$ cat config.mk
export PLATFORM = sky130hd
export DESIGN_NAME = vga_timing_gen
export DESIGN_NICKNAME = d
export VERILOG_FILES = /design/src/rtl/vga_timing_gen.sv
export SDC_FILE = /design/constraint.sdc
export NUM_CORES = 1
export LEC_CHECK = 0
export BUFFER_PORTS_ARGS = -buffer_cell sky130_fd_sc_hd__buf_2
export CORE_AREA = 4 4 63 65
export DETAILED_ROUTE_END_ITERATION = 8
export DIE_AREA = 0 0 67 69
export GPL_TIMING_DRIVEN = 1
export PLACE_DENSITY = 0.81
export SLEW_MARGIN = 30
export SYNTH_ARGS = -nofsm -noshare
export SYNTH_HDL_FRONTEND = slang
export SYNTH_SLANG_ARGS = --single-unit
$ cat constraint.sdc
create_clock -name vga_clk -period 2.16 [get_ports vga_clk]
set_input_delay 0.108 -clock vga_clk [delete_from_list [all_inputs] [get_ports vga_clk]]
set_output_delay 0.108 -clock vga_clk [all_outputs]
set_load 0.005 [all_outputs]
$ cat src/rtl/vga_timing_gen.sv
// 640x480@60 Hz raster timing: pixel/line counters, active-video decode,
// and hs/vs syncs delayed to match the downstream colour pipeline.
module vga_timing_gen #(
    parameter int H_VISIBLE  = 640,
    parameter int H_FP       = 16,
    parameter int H_SYNC     = 96,
    parameter int H_BP       = 48,
    parameter int V_VISIBLE  = 480,
    parameter int V_FP       = 10,
    parameter int V_SYNC     = 2,
    parameter int V_BP       = 33,
    parameter int SYNC_DELAY = 2
) (
    input  logic       vga_clk,
    input  logic       reset_n,
    output logic [9:0] DrawX,
    output logic [9:0] DrawY,
    output logic       blank,
    output logic       hs,
    output logic       vs,
    output logic       line_start,
    output logic       frame_start,
    output logic [7:0] frame_count
);

    localparam int H_TOTAL = H_VISIBLE + H_FP + H_SYNC + H_BP;
    localparam int V_TOTAL = V_VISIBLE + V_FP + V_SYNC + V_BP;

    if (H_TOTAL > 1024 || V_TOTAL > 1024) begin : g_total_check
        $error("vga_timing_gen: line or frame total exceeds 10-bit counter range");
    end

    localparam logic [9:0] H_LAST   = 10'(H_TOTAL - 1);
    localparam logic [9:0] V_LAST   = 10'(V_TOTAL - 1);
    localparam logic [9:0] H_VIS    = 10'(H_VISIBLE);
    localparam logic [9:0] V_VIS    = 10'(V_VISIBLE);
    localparam logic [9:0] HS_START = 10'(H_VISIBLE + H_FP);
    localparam logic [9:0] HS_END   = 10'(H_VISIBLE + H_FP + H_SYNC - 1);
    localparam logic [9:0] VS_START = 10'(V_VISIBLE + V_FP);
    localparam logic [9:0] VS_END   = 10'(V_VISIBLE + V_FP + V_SYNC - 1);

    logic [9:0] hc;
    logic [9:0] vc;
    logic       hs_raw;
    logic       vs_raw;

    always_ff @(posedge vga_clk or negedge reset_n) begin
        if (!reset_n) begin
            hc          <= '0;
            vc          <= '0;
            frame_count <= '0;
        end else if (hc == H_LAST) begin
            hc <= '0;
            if (vc == V_LAST) begin
                vc          <= '0;
                frame_count <= frame_count + 8'd1;
            end else begin
                vc <= vc + 10'd1;
            end
        end else begin
            hc <= hc + 10'd1;
        end
    end

    assign DrawX = hc;
    assign DrawY = vc;

    // Decodes are gated by reset so nothing downstream sees a "visible" pixel mid-reset.
    always_comb begin
        blank       = reset_n && (hc < H_VIS) && (vc < V_VIS);
        line_start  = reset_n && (hc == '0);
        frame_start = reset_n && (hc == '0) && (vc == '0);
        hs_raw      = !((hc >= HS_START) && (hc <= HS_END));
        vs_raw      = !((vc >= VS_START) && (vc <= VS_END));
    end

    if (SYNC_DELAY == 0) begin : g_sync_comb
        assign hs = hs_raw;
        assign vs = vs_raw;
    end else begin : g_sync_pipe
        logic [SYNC_DELAY-1:0] hs_pipe;
        logic [SYNC_DELAY-1:0] vs_pipe;

        // Shift toward the MSB; the cast drops the oldest stage.
        always_ff @(posedge vga_clk or negedge reset_n) begin
            if (!reset_n) begin
                hs_pipe <= '1;
                vs_pipe <= '1;
            end else begin
                hs_pipe <= SYNC_DELAY'({hs_pipe, hs_raw});
                vs_pipe <= SYNC_DELAY'({vs_pipe, vs_raw});
            end
        end

        assign hs = hs_pipe[SYNC_DELAY-1];
        assign vs = vs_pipe[SYNC_DELAY-1];
    end

endmodule

==> run_results.csv <==
group,metric,value,unit
min_path,hold_class,"flip-flop to flip-flop",
clock_tree,postCtsSetupRepairBufs,0,
placed_design,placed_cells,238,
routing,drtIter0Drc,75,
synthesis,synth-compound-area-share,3.97,%
routing,wl_per_cell,14.7,µm
synthesis,syn_avg_cell_area,10.7,µm²
outcome,status,"completed",
placed_design,gp_congestion,0.818,
floorplan,die_x,67,µm
grt,grt_pass1_vias,1303,
synthesis,synth-simple-area-share,25.6,%
finish,drive_gt1_share,30.3,%
grt,grt_max_degree,34,
placed_design,place_hpwl,2690,µm
sta,slew-limit-headroom,65.2,%
setup_path,end_kind,"flip-flop",
synthesis,synth_cell_types,35,
floorplan,dieArea,0.00462,mm²
synthesis,syn-num-nets,157,
routing,dr.pass1.iters,4,
clock_tree,ctsLongestPathBuffers,2,
synthesis,synth_top_family_by_area,"simple AND/OR/NAND/NOR gates",
synthesis,yosysSeqAreaShare,50.2,%
clock_tree,cts_tree,"yes",
clock_tree,post_cts_resized,0,
synthesis,synth_seq_cells,32,
floorplan,fp-row-count,21,
setup_path,required,2420,ps
sta,finalCritPeriodShare,97.2,%
synthesis,synth_xor_area_share,10.9,%
floorplan,die_y,69,µm
sta,worst_clock_skew,5.18,ps
finish,design_area,0.00197,mm²
finish,nNetsFinal,207,
setup_path,worstPathArrival,2360,ps
clock_tree,insertion_delay,330,ps
sta,max_freq,476,MHz
power_and_ir_drop,p_leak,0.988,nW
sta,tightest_slew,517,ps
grt,antenna_found_initial,0,
synthesis,syn_inst,150,
setup_path,worst-setup-path-type,"flip-flop to flip-flop",
synthesis,synthAdderAreaFrac,3.89,%
routing,vias,1322,
power_and_ir_drop,cellPowerDensity,489,mW/mm²
routing,postRouteWirelength,3630,µm
grt,grt_pass1_wl,6060,µm
placed_design,io_buffers,34,
clock_tree,clkSinkCount,32,
setup_path,startpoint_type,"flip-flop",
power_and_ir_drop,vdd_drop_max,0.300,mV
finish,area_growth,22.7,%
setup_path,crit_fanout,9,
floorplan,initial_core_util,48.1,%
routing,avgViaCountPerCell,5.35,
clock_tree,cts_buffers,5,
run,maxCapViolCount,0,
sta,slew_viol_final,0,
clock_tree,cts_root_buf,"clkbuf_4",
routing,drc,0,
clock_tree,clkTransAtPathRegs,90,ps
synthesis,yosysWarnings,0,
floorplan,pin_count,35,
synthesis,syn_area,0.00161,mm²
grt,grt.total_usage,17.1,%
grt,grt_overflow,0,
sta,finalHoldViolCount,0,
placed_design,post_dp_cell_area,0.00190,mm²
clock_tree,hold_buffers,1,
finish,antenna_cells,0,
clock_tree,htree_num_levels,2,
sta,rsz0062_at_grt,"false",
floorplan,core_area,0.00334,mm²
finish,final_cells,247,
sta,post-route-min-period,2100,ps
synthesis,synth_mux_area_share,1.95,%
sta,setup_viol,0,
routing,ant_nets,0,
final cells by class:
class,instances,area [µm²]
Clock buffer,8,58.8
Fill cell,317,1370
Inverter,7,26.3
Multi-Input combinational cell,107,753
Sequential cell,32,806
Tap cell,46,57.6
Timing Repair Buffer,47,270
flip-flops by register name (all words and copies together) (netlist names):
signal	count
g_sync_pipe.vs_pipe	2
g_sync_pipe.hs_pipe	2
DrawX	10
frame_count	8
DrawY	10
report_power, final:
group / leakage [nW] / internal [mW] / total (mW) / switching, mW
Sequential: 0.419 / 0.599 / 0.599 / 0
Clock: 0.0326 / 0.160 / 0.349 / 0.189
Combinational: 0.537 / 0.00438 / 0.0173 / 0.0129
cells by family after synthesis:
| group | count (synthesis) |
|---|---|
| AO/OA/AOI/OAI | 11 |
| XOR/XNOR | 20 |
| adder cells (fa/ha/maj) | 5 |
| buffers and inverters | 11 |
| flip-flops | 32 |
| multiplexers | 3 |
| AND/OR/NAND/NOR | 68 |
cell usage after synthesis (all sizes together):
| cell | instances | area share (%) |
|---|---|---|
| mux2 | 1 | 0.70 |
| nor2b | 3 | 1.2 |
| inv | 7 | 1.6 |
| nand4b | 2 | 1.1 |
| nor2 | 11 | 2.7 |
| and4b | 3 | 1.9 |
| dfrtp | 28 | 44 |
| or3 | 2 | 0.78 |
| nor4b | 2 | 1.1 |
| nor3 | 5 | 1.6 |
| and3 | 3 | 1.2 |
| buf | 3 | 1.6 |
| or4b | 2 | 1.5 |
| nand2 | 5 | 1.2 |
| or4 | 2 | 1.2 |
| o22ai | 1 | 0.39 |
| nand3 | 11 | 3.4 |
| xor2 | 10 | 5.5 |
| nor4 | 7 | 2.7 |
| dfstp | 4 | 6.5 |
| and4 | 2 | 1.1 |
| mux2i | 2 | 1.2 |
| nand4 | 7 | 2.7 |
| xnor2 | 10 | 5.5 |
| a21boi | 1 | 0.47 |
| and2 | 1 | 0.39 |
| clkbuf | 1 | 0.23 |
| a21oi | 3 | 0.93 |
| o21ai | 4 | 1.2 |
| ha | 5 | 3.9 |
| o31ai | 2 | 0.93 |
final timing paths:
check,endpoint,depth (start not counted),start,slack [ps]
max,frame_count[6],4,DrawX[7],60
min,g_sync_pipe.hs_pipe[1],0,g_sync_pipe.hs_pipe[0],360
max reg2reg,frame_count[6],4,DrawX[7],60
min reg2reg,g_sync_pipe.hs_pipe[1],0,g_sync_pipe.hs_pipe[0],360
max in group asynchronous,g_sync_pipe.vs_pipe[0],3,reset_n,1460
min in group asynchronous,DrawY[6],3,reset_n,370
metal layers:
metal | GRT usage [%] | up-vias | share of wire, %
met5 | 0 | - | 0
met4 | 5.41 | 0 | 1.8
met3 | 5.52 | 7 | 7.5
met2 | 26.5 | 45 | 50
met1 | 22.2 | 634 | 41
li1 | - | 636 | -
critical path, stage by stage, from the launching register on:
cell     delay (ps)
dfrtp_1         390
or4b_4          580
or4_4           510
nor4_1          370
xor2_1          180
stage by stage:
| step | setup TNS, ps | setup slack, ps | utilization, % | hold slack, ps | total power [mW] |
|---|---|---|---|---|---|
| after CTS | 0 | 57.9 | 59.1 | 363 | 0.978 |
| after detailed placement | 0 | 79.3 | 57.0 | 213 | 0.628 |
| final | 0 | 59.8 | 59.1 | 364 | 0.965 |
| after global routing | 0 | 7.35 | 59.1 | 369 | 1.00 |
| after global placement | 0 | 138 | 57.0 | 201 | 0.627 |
| after floorplan | -0.449 | -0.449 | - | -188 | 0.612 |
layout by cell type (no fill, tap or decap), types with 3 or more instances in the layout:
cell,netlist,routed
dfstp_2,4,4
inv_1,7,7
nor3_1,5,5
nand3_1,11,11
dfrtp_1,28,28
nor2_1,10,10
o21ai_0,4,4
buf_4,0,12
nor2b_1,3,3
a21oi_1,3,3
xnor2_1,10,10
ha_1,5,5
and3_1,3,3
buf_2,0,34
nand4_1,7,7
xor2_1,10,10
and4b_1,3,3
nand2_1,5,5
clkbuf_4,0,5
nor4_1,7,7
Power figures use the tool's default switching activity.
